--- src/rtl/huc6280_pkg.sv ---
// Shared constants and address decode helper for the HuC6280 hardware-page
// peripherals (timer and interrupt controller).
package huc6280_pkg;

    localparam logic [7:0] PAGE      = 8'hFF;
    localparam logic [2:0] TIMER_BLK = 3'b011;
    localparam logic [2:0] IRQ_BLK   = 3'b101;

    localparam int MSK_IRQ2  = 0;
    localparam int MSK_IRQ1  = 1;
    localparam int MSK_TIMER = 2;

    typedef enum logic [1:0] {
        BLK_NONE  = 2'd0,
        BLK_TIMER = 2'd1,
        BLK_IRQ   = 2'd2
    } blk_e;

    // Classify the upper address bits AB_21[20:10] into a responding block.
    function automatic blk_e decode_blk(input logic [10:0] hi);
        blk_e blk;
        blk = BLK_NONE;
        if (hi[10:3] == PAGE) begin
            if (hi[2:0] == TIMER_BLK) begin
                blk = BLK_TIMER;
            end else if (hi[2:0] == IRQ_BLK) begin
                blk = BLK_IRQ;
            end
        end
        return blk;
    endfunction

endpackage

--- src/rtl/huc6280_timer_core.sv ---
// Timer core: prescaler, 7-bit down-counter, reload register and enable.
// Emits a one-cycle underflow pulse (combinational, valid at the edge where
// the counter reloads) and the current counter value.
module huc6280_timer_core #(
    parameter int PRESCALE = 1024
) (
    input  logic       clk,
    input  logic       reset_n,
    input  logic       wr_reload_i,
    input  logic       wr_enable_i,
    input  logic [6:0] wdata_i,
    output logic       underflow_o,
    output logic [6:0] counter_o
);
    import huc6280_pkg::*;

    localparam int             PW      = $clog2(PRESCALE);
    localparam logic [PW-1:0]  PS_LAST = PW'(PRESCALE - 1);

    logic [6:0]    reload_q,  reload_d;
    logic [6:0]    counter_q, counter_d;
    logic          enable_q,  enable_d;
    logic [PW-1:0] presc_q,   presc_d;
    logic          tick;

    assign tick        = enable_q && (presc_q == PS_LAST);
    assign underflow_o = tick && (counter_q == 7'd0);
    assign counter_o   = counter_q;

    // Next-state: register writes, restart on enable rising, prescale and count while enabled.
    always_comb begin
        reload_d  = reload_q;
        counter_d = counter_q;
        enable_d  = enable_q;
        presc_d   = presc_q;

        if (wr_reload_i) begin
            reload_d = wdata_i;
        end
        if (wr_enable_i) begin
            enable_d = wdata_i[0];
        end

        if (wr_enable_i && wdata_i[0] && !enable_q) begin
            // Fresh start: a reload written on this same edge is the one loaded.
            counter_d = reload_d;
            presc_d   = '0;
        end else if (enable_q) begin
            if (tick) begin
                presc_d   = '0;
                // Running reload writes only land here, at underflow.
                counter_d = (counter_q == 7'd0) ? reload_q : counter_q - 7'd1;
            end else begin
                presc_d = presc_q + 1'b1;
            end
        end
    end

    // State register with asynchronous reset.
    always_ff @(posedge clk or negedge reset_n) begin
        if (!reset_n) begin
            reload_q  <= '0;
            counter_q <= '0;
            enable_q  <= 1'b0;
            presc_q   <= '0;
        end else begin
            reload_q  <= reload_d;
            counter_q <= counter_d;
            enable_q  <= enable_d;
            presc_q   <= presc_d;
        end
    end

endmodule

--- src/rtl/huc6280_irq_timer.sv ---
// HuC6280 timer + interrupt controller bus responder in hardware page $FF.
// Owns address decode, interrupt mask, timer pending flag, read mux and the
// registered interrupt outputs; counting lives in huc6280_timer_core.
module huc6280_irq_timer
    import huc6280_pkg::*;
#(
    parameter int PRESCALE = 1024
) (
    input  logic        clk,
    input  logic        reset_n,
    input  logic [20:0] AB_21,
    input  logic [7:0]  DO,
    input  logic        RE,
    input  logic        WE,
    input  logic        irq1_in,
    input  logic        irq2_in,
    output logic [7:0]  rd_data,
    output logic        rd_valid,
    output logic        IRQ1,
    output logic        IRQ2,
    output logic        TIMER
);

    blk_e       blk;
    logic       wr_reload, wr_enable, wr_mask, wr_ack;
    logic       rd_sel;
    logic       underflow;
    logic [6:0] counter;
    logic [7:0] rd_mux;

    logic [2:0] mask_q,     mask_d;
    logic       pending_q,  pending_d;
    logic [7:0] rd_data_q,  rd_data_d;
    logic       rd_valid_q, rd_valid_d;
    logic       irq1_q,     irq1_d;
    logic       irq2_q,     irq2_d;
    logic       timer_q,    timer_d;

    // Bits that take no part in decode or data.
    logic unused_bits;
    assign unused_bits = ^{AB_21[9:2], DO[7]};

    assign blk       = decode_blk(AB_21[20:10]);
    assign wr_reload = WE && (blk == BLK_TIMER) && !AB_21[0];
    assign wr_enable = WE && (blk == BLK_TIMER) &&  AB_21[0];
    assign wr_mask   = WE && (blk == BLK_IRQ)   && (AB_21[1:0] == 2'd2);
    assign wr_ack    = WE && (blk == BLK_IRQ)   && (AB_21[1:0] == 2'd3);
    assign rd_sel    = RE && (blk != BLK_NONE);

    huc6280_timer_core #(
        .PRESCALE (PRESCALE)
    ) u_core (
        .clk         (clk),
        .reset_n     (reset_n),
        .wr_reload_i (wr_reload),
        .wr_enable_i (wr_enable),
        .wdata_i     (DO[6:0]),
        .underflow_o (underflow),
        .counter_o   (counter)
    );

    // Read mux over pre-edge register state, so same-edge writes are not visible.
    always_comb begin
        rd_mux = 8'h00;
        if (blk == BLK_TIMER) begin
            rd_mux = {1'b0, counter};
        end else if (blk == BLK_IRQ) begin
            case (AB_21[1:0])
                2'd2:    rd_mux = {5'b0, mask_q};
                2'd3:    rd_mux = {5'b0, pending_q, irq1_in, irq2_in};
                default: rd_mux = 8'h00;
            endcase
        end
    end

    // Next-state for mask, pending (underflow beats acknowledge), read port and outputs.
    always_comb begin
        mask_d     = wr_mask ? DO[2:0] : mask_q;
        pending_d  = pending_q;
        if (wr_ack) begin
            pending_d = 1'b0;
        end
        if (underflow) begin
            pending_d = 1'b1;
        end
        rd_valid_d = rd_sel;
        rd_data_d  = rd_sel ? rd_mux : 8'h00;
        irq1_d     = irq1_in   & ~mask_q[MSK_IRQ1];
        irq2_d     = irq2_in   & ~mask_q[MSK_IRQ2];
        timer_d    = pending_q & ~mask_q[MSK_TIMER];
    end

    // Register state and outputs with asynchronous reset.
    always_ff @(posedge clk or negedge reset_n) begin
        if (!reset_n) begin
            mask_q     <= 3'b000;
            pending_q  <= 1'b0;
            rd_data_q  <= 8'h00;
            rd_valid_q <= 1'b0;
            irq1_q     <= 1'b0;
            irq2_q     <= 1'b0;
            timer_q    <= 1'b0;
        end else begin
            mask_q     <= mask_d;
            pending_q  <= pending_d;
            rd_data_q  <= rd_data_d;
            rd_valid_q <= rd_valid_d;
            irq1_q     <= irq1_d;
            irq2_q     <= irq2_d;
            timer_q    <= timer_d;
        end
    end

    assign rd_data  = rd_data_q;
    assign rd_valid = rd_valid_q;
    assign IRQ1     = irq1_q;
    assign IRQ2     = irq2_q;
    assign TIMER    = timer_q;

endmodule

--- config.mk ---
export PLATFORM = sky130hd
export DESIGN_NAME = huc6280_irq_timer
export DESIGN_NICKNAME = d
export VERILOG_FILES = /design/src/rtl/huc6280_pkg.sv /design/src/rtl/huc6280_timer_core.sv /design/src/rtl/huc6280_irq_timer.sv
export SDC_FILE = /design/constraint.sdc
export NUM_CORES = 1
export LEC_CHECK = 0
export BUFFER_PORTS_ARGS = -buffer_cell sky130_fd_sc_hd__buf_2
export CAP_MARGIN = 0
export CORE_AREA = 2 2 71 73
export CTS_CLUSTER_SIZE = 12
export DETAILED_ROUTE_END_ITERATION = 6
export DIE_AREA = 0 0 73 75
export GPL_TIMING_DRIVEN = 0
export PLACE_DENSITY = 0.66
export SLEW_MARGIN = 20
export SYNTH_ARGS = -nofsm -noshare
export SYNTH_HDL_FRONTEND = slang
export SYNTH_HIERARCHICAL = 1
export SYNTH_SLANG_ARGS = --single-unit
--- constraint.sdc ---
create_clock -name clk -period 2.22 [get_ports clk]
set_clock_uncertainty 0.1 [all_clocks]
set_input_delay 0.444 -clock clk [delete_from_list [all_inputs] [get_ports clk]]
set_output_delay 0.444 -clock clk [all_outputs]
set_load 0.1 [all_outputs]
==> results of run 1 <==
## synthesized netlist by cell type (all sizes together) (5+ instances only)
master,count,area [um2]
nand3,6,30.0
dfrtp,40,1000
o21ai,6,30.0
mux2,11,124
xnor2,8,70.1
nand4,6,43.8
inv,6,22.5
nor2,17,63.8
nand2,15,63.8
nor3,8,40.0
mux2i,5,50.1
## timing repair
action                     CTS  global route
setup endpoints to repair    1            12
buffers inserted             0             2
pin swaps                    0             1
resized for setup            1             6
## worst paths after layout
path	from	end	slack [ns]	cells past startpoint
setup / recovery	AB_21[10]	u_core/counter_o[4]	0.10	7
min in group clk	irq1_in	IRQ1	0.29	2
hold / removal	reset_n	IRQ1	0.18	1
max in group asynchronous	reset_n	u_core/presc_q[0]	1.29	1
setup reg to reg	u_core/counter_o[0]	u_core/counter_o[5]	0.28	7
hold reg to reg	mask_q[2]	TIMER	0.33	1
## critical path, cell delays in order
cell     delay [ns]
buf_2          0.09
nand4_2        0.16
or3_1          0.44
nor3b_1        0.22
buf_4          0.20
mux2_2         0.35
o221a_2        0.28
## cell families after synthesis
| family | Yosys count | share of synthesized area |
|---|---|---|
| and+or+nand+nor | 80 | 0.226 |
| DFF | 40 | 0.492 |
| AOI/OAI and AO/OA | 29 | 0.103 |
| muxes | 16 | 0.0854 |
| buffers and inverters | 13 | 0.0307 |
| xor gates and xnor gates | 10 | 0.0430 |
| adders and majority gates | 3 | 0.0184 |
| other | 1 | 0.00184 |
## through the flow
step                 util  hold slack (ns)
floorplan               -           0.0484
global placement    0.489            0.340
detailed placement  0.489            0.335
CTS                 0.518            0.204
global route        0.523            0.241
finish              0.523            0.176
## final cells by class
type,count,share of cell area
Buffer,7,0.0180
Clock buffer,7,0.0395
Clock inverter,1,0.0123
Inverter,6,0.00924
Multi-Input combinational cell,139,0.405
Sequential cell,40,0.410
Tap cell,54,0.0277
Timing Repair Buffer,37,0.0780
## sequential cells by signal, summed over array words and instances, names as in the netlist
register and flops:
pending_q 1, u_core/counter_o 7, TIMER 1, u_core/enable_q 1
IRQ2 1, IRQ1 1, u_core/presc_q 10, u_core/reload_q 7
rd_data 7, rd_valid 1, mask_q 3
## layer usage
metal  up-vias  global-route usage  wire length [um]
met5         -                   0                 0
met2        32               0.289              1930
li1        782                   -                 -
met3         2              0.0375               145
met4         0              0.0556                29
met1       729               0.210              1900
## power breakdown
| part | switching [mW] | leakage [nW] | internal (mW) |
|---|---|---|---|
| Clock | 0.229 | 0.0645 | 0.396 |
| Sequential | 0.0670 | 0.500 | 0.797 |
| Combinational | 0.120 | 0.551 | 0.108 |
| Total | 0.417 | 1.12 | 1.30 |
==> results_dict.tcl, run 1 <==
set metrics [dict create \
    synth_enable_flop_cells 0 \
    postRouteWirelength_mm 4.01 \
    finalWeightedCongestion 0.757 \
    critPathArrivalTime_ns 2.19 \
    remaining_drc_errors 0 \
    numCtsBuffers 5 \
    max_slew_margin 0.418 \
    vias_in_the_first_global_route 1573 \
    starting_density 0.437 \
    clock_insertion_delay_worst_skew_ns 0.28 \
    synth-async-reset-ratio 1.00 \
    total_of_endpoints_with_negative_setup_slack_in_the_final_report 0 \
    powerDensity_mw_per_mm2 705 \
    io_port_bufs 35 \
    mostFrequentLayoutCell "dfrtp_1" \
    cts.root.buffer_cell "clkbuf_8" \
    dp_slack_ns -0.322 \
    max_freq_mhz 472 \
    critical_path.endpoint_type "register" \
    syn2layout_area_growth_pct 19.8 \
    first_pass_iters 4 \
    max-clock-path-buffers 2 \
    final.setup.tns_ns 0 \
    antenna_cells_inserted 0 \
    detail_route.vias_per_cell 5.31 \
    ant_nets_after_route 0 \
    tightestPinTransition_ns 0.874 \
    die_area_mm2 0.00548 \
    most_frequent_cells_in_the_layout "dfrtp_1, buf_2, nor2_1" \
    seqCellArea_mm2 0.00100 \
    finish.net_count 274 \
    final.min_clock_period_ns 2.12 \
    boundaryPins 47 \
    dp_hpwl_mm 2.93 \
    synth_sequential_area_ratio 0.492 \
    gr-usage-all-layers 0.168 \
    chip_height_um 75 \
    core_mm2 0.00466 \
    ys_warn_count 6 \
    static-leakage-power_nw 1.12 \
    synth-main-ff-cell "dfrtp_1" \
    place_area_mm2 0.00228 \
    synth.ff_latch_count 40 \
    crit_fanout 7 \
    finalPower_mw 1.72 \
    hold_path.class "input pin to asynchronous set/reset pin" \
    drt_iter0_markers 88 \
    cts.sink_count 40 \
    finalInstanceArea_mm2 0.00244 \
    floorplan.rows 25 \
    report.final.slew_viol_count 0 \
    critical_path_class "input pin to register" \
    post_synth_num_cell_types 47 \
    crit_path_start_kind "input pin" \
    cts_tree "built" \
    placed_cells_incl_taps 281 \
    worstPathRequired_ns 2.29 \
    path_clk_slew_ns 0.08 \
    maximum_number_of_pins_on_one_net_before_global_route_repair 41 \
    period_share 0.954 \
    maxCapViolCount 0 \
    post-route-worst-setup-slack_ns 0.103 \
    fp.dieW_um 73 \
    post_route_cells_drive_above_1_share 0.312 \
    final_hold_fails 0 \
    multi_input_area_um2 987 \
    grt_antenna_before_repair 0 \
    rsz0062_at_grt "no" \
    route.detailed.wl_per_inst_um 13.8 \
    num_vias 1545 \
    post_synth_instance_area_mm2 0.00204 \
    status "finished, final reports clean" \
    syn-num-nets 230 \
    ctsHtreeMaxLevel 2 \
    synthesis.area_per_instance_um2 10.6 \
    vdd_drop_max_mv 0.420 \
    grt_pass1_wl_mm 7.06 \
    fill_cells 411 \
    post_synth_inst_count 192 \
    layoutNonFillerInstCount 291 \
    cts_hold_buffers 0 \
    global_route.overflow_total 0 \
]
No activity file was read; power rests on OpenSTA's default activity.
==> run 2, diff against run 1 <==
Settings changed: CORE_AREA 2 2 71 73 to 2 2 73 61, DIE_AREA 0 0 73 75 to 0 0 75 63, PLACE_DENSITY 0.66 to 0.76.
==> results_dict.tcl, run 2 (synthesis gave the netlist of run 1 again) <==
set metrics [dict create \
    max-clock-path-buffers 2 \
    largest_register_ff_count 10 \
    grt_antenna_before_repair 0 \
    total_of_endpoints_with_negative_setup_slack_in_the_final_report 0 \
    reg_to_reg_critical_path_startpoint "u_core/counter_o[0]" \
    final.min_clock_period_ns 2.14 \
    die_area_mm2 0.00473 \
    io_port_bufs 35 \
    dp_hpwl_mm 2.87 \
    rr_endpoint "u_core/counter_o[5]" \
    period_share 0.962 \
    tightestPinTransition_ns 0.849 \
    path_clk_slew_ns 0.07 \
    grt_pass1_wl_mm 6.93 \
    core_mm2 0.00402 \
    boundaryPins 47 \
    cts_hold_buffers 0 \
    vdd_drop_max_mv 0.440 \
    num_vias 1599 \
    max_freq_mhz 468 \
    fp.dieW_um 75 \
    clock_insertion_delay_worst_skew_ns 0.30 \
    critical_path_class "input pin to register" \
    detail_route.vias_per_cell 5.46 \
    critical_path.endpoint_type "register" \
    chip_height_um 63 \
    dp_slack_ns -0.262 \
    final_hold_fails 0 \
    drt_iter0_markers 40 \
    antenna_cells_inserted 0 \
    finish.utilization 0.599 \
    most_frequent_cells_in_the_layout "dfrtp_1, buf_2, nor2_1" \
    finish.net_count 273 \
    post_route_cells_drive_above_1_share 0.314 \
    syn2layout_area_growth_pct 18.3 \
    first_pass_iters 4 \
    timing.reg2reg.worst_path_depth 7 \
    report.final.slew_viol_count 0 \
    gr-usage-all-layers 0.195 \
    setup.worst_path.end "u_core/counter_o[4]" \
    ctsHtreeMaxLevel 2 \
    finalPower_mw 1.59 \
    fill_cells 368 \
    floorplan.rows 21 \
    postRouteWirelength_mm 4.07 \
    crit_fanout 7 \
    post-route-worst-setup-slack_ns 0.0842 \
    global_route.overflow_total 0 \
    finalWeightedCongestion 0.887 \
    cts.sink_count 40 \
    max_flop_register "u_core/presc_q" \
    vias_in_the_first_global_route 1538 \
    mostFrequentLayoutCell "dfrtp_1" \
    cts.root.buffer_cell "clkbuf_8" \
    max_slew_margin 0.434 \
    critPathArrivalTime_ns 2.22 \
    timing.reg2reg.setup_slack_ns 0.25 \
    maximum_number_of_pins_on_one_net_before_global_route_repair 41 \
    crit_path_start_kind "input pin" \
    hold_slack_ns 0.151 \
    powerDensity_mw_per_mm2 660 \
    ant_nets_after_route 0 \
    status "finished, final reports clean" \
    starting_density 0.506 \
    hold_path.class "input pin to asynchronous set/reset pin" \
    static-leakage-power_nw 1.10 \
    cts_tree "built" \
    numCtsBuffers 5 \
    worstPathRequired_ns 2.30 \
    maxCapViolCount 0 \
    remaining_drc_errors 0 \
    route.detailed.wl_per_inst_um 13.9 \
    worst_setup_path_startpoint "AB_21[12]" \
    rsz0062_at_grt "yes" \
]
## run 2: worst max-delay path, cell delays in order
cell and delay (ns):
buf_2 0.13, nand4b_1 0.19, or3_1 0.36, nor3b_1 0.20
clkbuf_4 0.23, mux2_2 0.36, o221a_2 0.29
## run 2: power by group
group | switching [mW] | leakage, nW | internal (mW)
clock network | 0.248 | 0.0510 | 0.248
registers | 0.0659 | 0.500 | 0.797
logic | 0.123 | 0.547 | 0.108
## run 2: per-stage QoR
| stage | cell area (um2) | cells | setup TNS, ns |
|---|---|---|---|
| 6_report | 2410 | 293 | 0 |
| 3_3_place_gp | 2280 | 284 | -1.92 |
| 4_1_cts | 2380 | 292 | 0 |
| 2_1_floorplan | 2040 | 192 | 0 |
| 5_1_grt | 2410 | 293 | -0.00296 |
| 3_5_place_dp | 2280 | 284 | -1.86 |
## run 2: how the worst min path moves through the flow
| stage | slack [ns] | to | depth (start not counted) |
|---|---|---|---|
| finish | 0.15 | rd_valid | 1 |
| detailed placement | 0.33 | IRQ1 | 1 |
| global route | 0.22 | rd_data[1] | 1 |
| floorplan | 0.05 | IRQ1 | 0 |
| CTS | 0.19 | rd_valid | 1 |
| global placement | 0.33 | IRQ1 | 1 |
## run 2: timing repair
| action | in CTS | in global routing |
|---|---|---|
| setup buffers | 0 | 1 |
| resized for setup | 0 | 7 |
| endpoints found under the setup margin | 0 | 10 |
## run 2: layer usage
layer	up-vias	share of wire	global-route usage	wire length [um]
met1	768	0.46	0.269	1890
met3	8	0.046	0.0484	186
li1	781	-	-	-
met5	-	0	0	0
met2	42	0.47	0.292	1930
met4	0	0.016	0.0737	65
## run 2: layout make-up
class	count	area [um2]	share of cell area
Clock inverter	2	10.0	0.00416
Multi-Input combinational cell	139	993	0.413
Sequential cell	40	1000	0.416
Inverter	6	22.5	0.00936
Clock buffer	6	82.6	0.0343
Timing Repair Buffer	36	183	0.0759
Buffer	7	43.8	0.0182
Tap cell	57	71.3	0.0296
==> run 3, diff against run 2 <==
Settings changed: SETUP_SLACK_MARGIN set to 0.15.
==> results_dict.tcl, run 3 (synthesis gave the netlist of run 1 again) <==
set metrics [dict create \
    status "finished, final reports clean" \
    finalInstanceArea_mm2 0.00244 \
    detail_route.vias_per_cell 5.43 \
    crit_fanout 7 \
    final.min_clock_period_ns 2.02 \
    critical_path_class "input pin to register" \
    cts_tree "built" \
    starting_density 0.506 \
    num_vias 1595 \
    path_delay_family "simple AND/OR/NAND/NOR gates" \
    remaining_drc_errors 0 \
    largest_register_ff_count 10 \
    clock_insertion_delay_worst_skew_ns 0.30 \
    max_freq_mhz 494 \
    fp.dieW_um 75 \
    worst_path_largest_cell_delay_ns 0.37 \
    critPathArrivalTime_ns 2.11 \
    rsz0062_at_grt "no" \
    timing.reg2reg.worst_path_depth 7 \
    gr-usage-all-layers 0.196 \
    io_port_bufs 35 \
    first_pass_iters 4 \
    timing.reg2reg.setup_slack_ns 0.27 \
    chip_height_um 63 \
    most_frequent_cells_in_the_layout "dfrtp_1, buf_2, nor2_1" \
    grt_pass1_wl_mm 7.00 \
    route.detailed.wl_per_inst_um 13.9 \
    max_flop_register "u_core/presc_q" \
    boundaryPins 47 \
    static-leakage-power_nw 1.10 \
    global_route.overflow_total 0 \
    fill_cells 346 \
    path_depth 8 \
    path_clk_slew_ns 0.07 \
    critical_path.endpoint_type "register" \
    core_mm2 0.00402 \
    drt_iter0_markers 130 \
    antenna_cells_inserted 0 \
    numCtsBuffers 5 \
    report.final.slew_viol_count 0 \
    finalPower_mw 1.59 \
    grt_antenna_before_repair 0 \
    total_of_endpoints_with_negative_setup_slack_in_the_final_report 0 \
    floorplan.rows 21 \
    cts_hold_buffers 0 \
    die_area_mm2 0.00473 \
    place_area_mm2 0.00231 \
    ant_nets_after_route 0 \
    max_slew_margin 0.430 \
    worstPathRequired_ns 2.30 \
    final_hold_fails 0 \
    syn2layout_area_growth_pct 20.0 \
    tightestPinTransition_ns 0.855 \
    finish.utilization 0.608 \
    max-clock-path-buffers 2 \
    maxCapViolCount 0 \
    timing.critical_path.cells "buf_2, nand4b_1, or3_4, nor3b_2, buf_6, mux2_2, a2bb2oi_1, o21ai_0" \
    dp_hpwl_mm 2.83 \
    crit_path_start_kind "input pin" \
    path_buf_inv 2 \
    finish.net_count 274 \
    ctsHtreeMaxLevel 2 \
    cts.root.buffer_cell "clkbuf_8" \
    post_route_cells_drive_above_1_share 0.316 \
    finalWeightedCongestion 0.852 \
    rr_endpoint "u_core/counter_o[5]" \
    hold_path.class "input pin to asynchronous set/reset pin" \
    period_share 0.912 \
    reg_to_reg_critical_path_startpoint "u_core/counter_o[0]" \
    maximum_number_of_pins_on_one_net_before_global_route_repair 41 \
    cts.sink_count 40 \
    postRouteWirelength_mm 4.07 \
    vias_in_the_first_global_route 1540 \
    powerDensity_mw_per_mm2 652 \
    vdd_drop_max_mv 0.422 \
    mostFrequentLayoutCell "dfrtp_1" \
    crit_path_top_delay_cell "or3_4" \
]
[run 3: per-layer routing]
layer | up-vias | track usage | wire (um)
li1 | 782 | - | -
met1 | 768 | 0.264 | 1880
met2 | 38 | 0.300 | 1920
met3 | 7 | 0.0484 | 214
met4 | 0 | 0.0737 | 61
met5 | - | 0 | 0
[run 3: worst max path at each step]
stage / start / to / slack [ns]
4_1_cts: AB_21[12] / u_core/presc_q[9] / 0.15
5_1_grt: AB_21[12] / u_core/counter_o[6] / 0.15
6_report: AB_21[12] / u_core/counter_o[5] / 0.20
3_5_place_dp: AB_21[12] / u_core/counter_o[6] / -0.30
3_3_place_gp: AB_21[12] / u_core/counter_o[6] / -0.29
2_1_floorplan: AB_21[12] / u_core/counter_o[5] / 0.09
[run 3: per-stage QoR]
stage	hold WS [ns]	setup TNS (ns)	instances	worst slack, ns
final	0.155	0	294	0.196
after detailed placement	0.336	-2.90	284	-0.298
after floorplan	0.0484	0	192	0.0857
after global routing	0.243	0	294	0.146
after global placement	0.332	-2.79	284	-0.288
after CTS	0.190	0	294	0.152
[run 3: repair_timing]
action / in CTS / in global routing
pin swaps: 2 / 0
endpoints found under the setup margin: 8 / 11
buffers inserted: 2 / 0
gates resized for setup: 1 / 7
[run 3: power breakdown]
part | switching, mW | internal, mW | leakage [nW]
registers | 0.0678 | 0.797 | 0.500
clock network | 0.243 | 0.253 | 0.0455
logic | 0.123 | 0.108 | 0.557
[run 3: final cells by class]
type | instances | area [um2] | share of cell area
plain buffers | 7 | 47.5 | 0.0195
clock buffers | 8 | 90.1 | 0.0369
inverters | 6 | 22.5 | 0.00922
multi-input cells | 139 | 1020 | 0.418
flip-flops and latches | 40 | 1000 | 0.410
well taps | 57 | 71.3 | 0.0292
repair buffers | 37 | 190 | 0.0778
